[src/rtl/pt_pkg.sv]
// Shared types and constants for the pixel transform engine: state encoding,
// default frame geometry and the pipeline sizing helper.
package pt_pkg;

    typedef enum logic [1:0] {
        ST_IDLE  = 2'd0,
        ST_RUN   = 2'd1,
        ST_DRAIN = 2'd2,
        ST_DONE  = 2'd3
    } pt_state_t;

    localparam int          IMG_W_DEF    = 320;
    localparam int          IMG_H_DEF    = 240;
    localparam logic [11:0] BG_COLOR_DEF = 12'h000;
    localparam int          MAP_LAT_DEF  = 4;
    localparam int          RD_LAT_DEF   = 2;

    // The in-flight counter must hold every pixel between map_req and dst_we.
    function automatic int inflight_width(input int map_lat, input int rd_lat);
        return $clog2(map_lat + rd_lat + 3);
    endfunction

endpackage

[src/rtl/pt_delay_line.sv]
// Fixed-depth shift register used to carry pixel side-band data
// (destination address, valid, in-range flag) alongside the external pipelines.
module pt_delay_line #(
    parameter int WIDTH = 1,
    parameter int DEPTH = 1
) (
    input  logic             clk,
    input  logic             reset_n,
    input  logic [WIDTH-1:0] d,
    output logic [WIDTH-1:0] q
);

    logic [WIDTH-1:0] stage [DEPTH];

    // NOTE: this array is cleared on reset because it carries valid bits;
    // a real storage memory would be left unreset so it can map onto RAM.
    always_ff @(posedge clk or negedge reset_n) begin
        if (!reset_n) begin
            for (int i = 0; i < DEPTH; i++) stage[i] <= '0;
        end else begin
            stage[0] <= d;
            for (int i = 1; i < DEPTH; i++) stage[i] <= stage[i-1];
        end
    end

    assign q = stage[DEPTH-1];

endmodule

[src/rtl/pixel_transform_engine.sv]
// Raster-scans the destination frame, sends coordinates to the homography mapper,
// fetches (or background-fills) each source pixel and writes the destination frame.
module pixel_transform_engine
    import pt_pkg::*;
#(
    parameter int               IMG_W    = IMG_W_DEF,
    parameter int               IMG_H    = IMG_H_DEF,
    parameter int               XW       = 9,
    parameter int               YW       = 8,
    parameter int               SW       = 11,
    parameter int               ADDR_W   = 17,
    parameter int               PIX_W    = 12,
    parameter int               MAP_LAT  = MAP_LAT_DEF,
    parameter int               RD_LAT   = RD_LAT_DEF,
    parameter logic [PIX_W-1:0] BG_COLOR = PIX_W'(BG_COLOR_DEF)
) (
    input  logic              clk,
    input  logic              reset_n,
    input  logic              start,
    input  logic              hold,
    output logic              busy,
    output logic              done,
    output logic              map_req,
    output logic [XW-1:0]     map_x,
    output logic [YW-1:0]     map_y,
    input  logic              map_valid,
    input  logic [SW-1:0]     map_sx,
    input  logic [SW-1:0]     map_sy,
    output logic              src_rd_en,
    output logic [ADDR_W-1:0] src_rd_addr,
    input  logic [PIX_W-1:0]  src_rd_data,
    output logic              dst_we,
    output logic [ADDR_W-1:0] dst_addr,
    output logic [PIX_W-1:0]  dst_data
);

    localparam int IFW = inflight_width(MAP_LAT, RD_LAT);

    pt_state_t         state, state_nxt;
    logic              armed_q;
    logic [XW-1:0]     x_q;
    logic [YW-1:0]     y_q;
    logic [ADDR_W-1:0] lin_q, iss_addr;
    logic [IFW-1:0]    inflight_q, inflight_nxt;
    logic              issue, last_pix;

    logic              ret_valid, r_valid, w_valid, w_in_range;
    logic [ADDR_W-1:0] ret_addr, r_addr, w_addr, src_addr_full;
    logic              in_range;

    assign issue    = (state == ST_RUN) && !hold;
    assign last_pix = (x_q == XW'(IMG_W - 1)) && (y_q == YW'(IMG_H - 1));
    assign busy     = (state != ST_IDLE);
    assign done     = (state == ST_DONE);

    assign inflight_nxt = inflight_q + IFW'(map_req) - IFW'(dst_we);

    // armed_q keeps a start coinciding with reset release from launching a run.
    // NOTE: sequential state uses non-blocking assignments so every flop
    // samples pre-edge values regardless of process evaluation order.
    always_ff @(posedge clk or negedge reset_n) begin
        if (!reset_n) begin
            state      <= ST_IDLE;
            armed_q    <= 1'b0;
            inflight_q <= '0;
        end else begin
            state      <= state_nxt;
            armed_q    <= 1'b1;
            inflight_q <= inflight_nxt;
        end
    end

    // NOTE: state_nxt gets a default before the case so no path infers a latch.
    always_comb begin
        state_nxt = state;
        case (state)
            ST_IDLE:  if (start && armed_q)      state_nxt = ST_RUN;
            ST_RUN:   if (issue && last_pix)     state_nxt = ST_DRAIN;
            ST_DRAIN: if (inflight_nxt == '0)    state_nxt = ST_DONE;
            ST_DONE:                             state_nxt = ST_IDLE;
            default:                             state_nxt = ST_IDLE;
        endcase
    end

    // Raster scan; the linear address tracks (x,y) without a multiplier.
    always_ff @(posedge clk or negedge reset_n) begin
        if (!reset_n) begin
            x_q      <= '0;
            y_q      <= '0;
            lin_q    <= '0;
            map_req  <= 1'b0;
            map_x    <= '0;
            map_y    <= '0;
            iss_addr <= '0;
        end else begin
            map_req <= issue;
            if (state == ST_IDLE) begin
                x_q   <= '0;
                y_q   <= '0;
                lin_q <= '0;
            end else if (issue) begin
                map_x    <= x_q;
                map_y    <= y_q;
                iss_addr <= lin_q;
                lin_q    <= lin_q + ADDR_W'(1);
                if (x_q == XW'(IMG_W - 1)) begin
                    x_q <= '0;
                    y_q <= y_q + YW'(1);
                end else begin
                    x_q <= x_q + XW'(1);
                end
            end
        end
    end

    pt_delay_line #(.WIDTH(ADDR_W + 1), .DEPTH(MAP_LAT)) u_map_dly (
        .clk     (clk),
        .reset_n (reset_n),
        .d       ({map_req, iss_addr}),
        .q       ({ret_valid, ret_addr})
    );

    assign in_range = !map_sx[SW-1] && ($signed(map_sx) < $signed(SW'(IMG_W))) &&
                      !map_sy[SW-1] && ($signed(map_sy) < $signed(SW'(IMG_H)));
    assign src_addr_full = ADDR_W'(map_sy) * ADDR_W'(IMG_W) + ADDR_W'(map_sx);

    // Return stage: the internal valid, not map_valid, qualifies the mapper result.
    always_ff @(posedge clk or negedge reset_n) begin
        if (!reset_n) begin
            r_valid     <= 1'b0;
            r_addr      <= '0;
            src_rd_en   <= 1'b0;
            src_rd_addr <= '0;
        end else begin
            r_valid     <= ret_valid;
            r_addr      <= ret_addr;
            src_rd_en   <= ret_valid && in_range;
            src_rd_addr <= (ret_valid && in_range) ? src_addr_full : '0;
        end
    end

    pt_delay_line #(.WIDTH(ADDR_W + 2), .DEPTH(RD_LAT)) u_rd_dly (
        .clk     (clk),
        .reset_n (reset_n),
        .d       ({r_valid, src_rd_en, r_addr}),
        .q       ({w_valid, w_in_range, w_addr})
    );

    always_ff @(posedge clk or negedge reset_n) begin
        if (!reset_n) begin
            dst_we   <= 1'b0;
            dst_addr <= '0;
            dst_data <= '0;
        end else begin
            dst_we   <= w_valid;
            dst_addr <= w_addr;
            dst_data <= w_in_range ? src_rd_data : BG_COLOR;
        end
    end

    map_valid_a: assert property (@(posedge clk) disable iff (!reset_n) ret_valid |-> map_valid);

endmodule

[config.mk]
export PLATFORM = sky130hd
export DESIGN_NAME = pixel_transform_engine
export DESIGN_NICKNAME = d
export VERILOG_FILES = /design/src/rtl/pt_pkg.sv /design/src/rtl/pt_delay_line.sv /design/src/rtl/pixel_transform_engine.sv
export SDC_FILE = /design/constraint.sdc
export NUM_CORES = 1
export LEC_CHECK = 0
export CORE_MARGIN = 8
export CORE_UTILIZATION = 25
export DETAILED_ROUTE_END_ITERATION = 7
export RECOVER_POWER = 100
export SLEW_MARGIN = 25
export SYNTH_ARGS = -nofsm -noshare
export SYNTH_HDL_FRONTEND = slang
export SYNTH_HIERARCHICAL = 1
export SYNTH_SLANG_ARGS = --single-unit
[constraint.sdc]
create_clock -name clk -period 2.38 [get_ports clk]
set_input_delay 0.357 -clock clk [delete_from_list [all_inputs] [get_ports clk]]
set_output_delay 0.357 -clock clk [all_outputs]
set_load 0.03 [all_outputs]
==> flow_summary.yaml <==
run_status:
  status: "complete, but fails checks"
  violations: "setup timing"
setup_path:
  crit_fanout: 2
  path_common_cell: "ha_4"
  critPathArrivalTime_ns: 3.08
  setup.worst_path.start: "dst_we"
  r2r_end: "state[1]"
  rr_worst_depth: 7
  r2r_start: "dst_we"
  critPathMaxStageDelay_ns: 0.56
  startpoint_type: "flop"
  crit_path_end: "state[1]"
  cp_cell_sequence: "ha_4, inv_2, ha_4, fa_1, or4_4, a221oi_4, mux2_4"
  worstSetupPathType: "flop to flop"
  end_kind: "flop"
  crit_required_ns: 2.80
  critPathSlowestCell: "or4_4"
  reg2reg_slack_ns: -0.29
sta:
  fin_crit_ns: 2.67
  hold_slack_ns: 0.340
  tightest_slew_ns: 1.30
  skew_ns: 0.0148
  fin_crit_sh_pct: 112
  setup_viol: 2
  setup_tns_ns: -0.397
  slew_headroom_pct: 13.5
  drv_slew: 0
  worst_slack_ns: -0.287
  max_clock_freq_mhz: 375
  hold_violations: 0
  rsz0062_at_grt: "yes"
finish:
  drive_gt1_share_pct: 19.3
  antenna_cells: 0
  instances_no_fill: 1222
  area_growth_pct: 31.8
  finalNetCount: 814
pwr:
  p_total_mw: 11.0
  pwr_density_cell_nw_per_um2: 934
  p_leak_nw: 5.66
  vdd_drop_max_mv: 0.442
floorplanning:
  die_w_um: 205
  rows: 69
  initial_core_util_pct: 25.2
  die_y_um: 205
  design.core.area_um2: 35300
  num_io_pins: 107
  die-area_um2: 41900
synth:
  yosysMostFrequentCell: "dfrtp_1"
  ys_async_sr_fraction_pct: 100
  ys_seq_area_share_pct: 70.8
  synthTopCellsByCount: "dfrtp_1 (252), nor2_1 (42), buf_4 (37)"
  synth.cell_area_um2: 8910
  syn-mean-instance-area_um2: 14.7
  yosysWarnings: 6
  synth_edf_count: 0
  ys_types: 48
  netlist.area_leader.share_pct: 70.8
  synthCells: 605
  ys.flop_type: "dfrtp_1"
  synth-seq-cells: 252
  syn_nets: 678
  synth_area_leader_cell: "dfrtp_1"
  synth_area_leaders: "dfrtp_1 (71%), ha_1 (4.4%), mux2_2 (4.3%)"
grt:
  antenna_found_initial: 0
  grt_pass1_vias: 5046
  grt_first_pass_wirelength_um: 26000
  grt_overflow: 0
  grtUsageTotal_pct: 7.46
  grt_max_degree: 67
place:
  place_inst: 1168
  port_buffers: 105
  gp_congestion: 0.750
  dp_hpwl_um: 10600
route:
  viasPerCell: 3.86
  first_pass_iters: 4
  ant_nets: 0
  drcViolationCount: 0
  wire_per_inst_um: 12.8
  postRouteWirelength_um: 15600
  via_count: 4720
  drt_iter0_drc: 269
cts:
  h-tree-depth: 1
  cts_made_buffers: 28
  cts_root_buf: "clkbuf_16"
  clk_pin_slew_worst_paths_ns: 0.06
  insertion_delay_ns: 0.54
  clk_path_buf_depth: 3
  cts_sinks: 252
  cts_tree: "yes"
run:
  maxCapViolations: 0
min_path:
  min_path_type: "flop to flop"
-- where the power goes --
| part | internal, mW | leakage, nW | switching, mW | total (mW) |
|---|---|---|---|---|
| Clock | 2.90 | 0.496 | 1.70 | 4.60 |
| Combinational | 0.803 | 1.67 | 0.906 | 1.71 |
| Sequential | 4.55 | 3.49 | 0.119 | 4.67 |
| Total | 8.25 | 5.66 | 2.73 | 11.0 |
-- cells by family (layout without fill, tap and decap cells) --
kind of cell	count (synthesis)	count (layout)	synth area share, %
AOI/OAI and AO/OA	46	46	3.51
xor gates and xnor gates	40	40	3.93
adders and majority gates	34	34	5.03
buffers and inverters	57	213	3.99
DFF	252	252	70.8
muxes	36	36	4.53
other	1	1	0.0421
and+or+nand+nor	139	139	8.21
-- sequential cells by signal (all words and copies together) (netlist names) --
register	flops
map_req	1
x_q	9
inflight_q	4
dst_data	12
u_map_dly/q	18
y_q	8
map_x	9
state	2
src_rd_en	1
armed_q	1
lin_q	17
iss_addr	17
map_y	8
dst_addr	17
src_rd_addr	17
u_rd_dly/q	19
u_map_dly/stage	54
r_addr	17
dst_we	1
u_rd_dly/stage	19
r_valid	1
-- worst min-delay path by stage --
stage / startpoint / to / slack, ns / cells past startpoint
2_1_floorplan: reset_n / armed_q / 0.06 / 0
6_report: u_map_dly/stage[37] / u_map_dly/stage[19] / 0.34 / 0
3_3_place_gp: reset_n / dst_data[9] / 0.30 / 1
4_1_cts: reset_n / dst_data[9] / 0.32 / 2
3_5_place_dp: reset_n / dst_data[9] / 0.30 / 1
5_1_grt: map_sy[0] / src_rd_addr[6] / 0.34 / 4
-- placed cells by master, fill, tap and decap left out, types with 10 or more instances in the layout --
cell type and instances:
dfrtp_1 251, ha_1 22, buf_4 37, and2_0 13, a21oi_1 10, xor2_1 26
nand4_1 13, clkbuf_16 28, clkdlybuf4s50_1 95, xnor2_1 13, nor2_1 41, inv_1 10
nand2_1 21, mux2_2 34, o21ai_0 11
-- per-stage QoR --
step | cell area, um^2 | util, % | worst slack [ns]
after floorplan | 9000 | - | -0.263
after global placement | 10700 | 30.3 | -0.554
after detailed placement | 10700 | 30.3 | -0.615
after CTS | 11800 | 33.3 | -0.331
after global routing | 11700 | 33.3 | -0.338
final | 11700 | 33.3 | -0.287
-- per-layer routing --
layer	track usage, %	part of all wire [%]	routed length [um]
met5	0	0	0
met4	2.98	3.2	496
met3	1.82	6.3	988
met2	11.7	44	6810
met1	9.78	47	7320
-- repair_timing --
action                     4_1_cts  5_1_grt
setup endpoints to repair        3        6
hold buffers                     1        0
pin swaps                        7        9
gates resized for setup          4       10
hold endpoints to repair        51        0
buffers inserted                 1        2
-- critical path: cells and delay by family, from the launching register on --
kind / cells / cell delay [ns]
simple gates: 1 / 0.56
buf+inv: 1 / 0.03
mux: 1 / 0.33
fa+ha+maj: 3 / 0.89
compound gates: 1 / 0.32
flops: 1 / 0.43
-- layout make-up --
cell class                      count  area, um^2
Clock buffer                       38         798
Clock inverter                     12         220
Fill cell                        3453       23600
Inverter                           11        41.3
Multi-Input combinational cell    296        2390
Sequential cell                   252        6310
Tap cell                          461         577
Timing Repair Buffer              152        1410
Power figures use the tool's default switching activity.
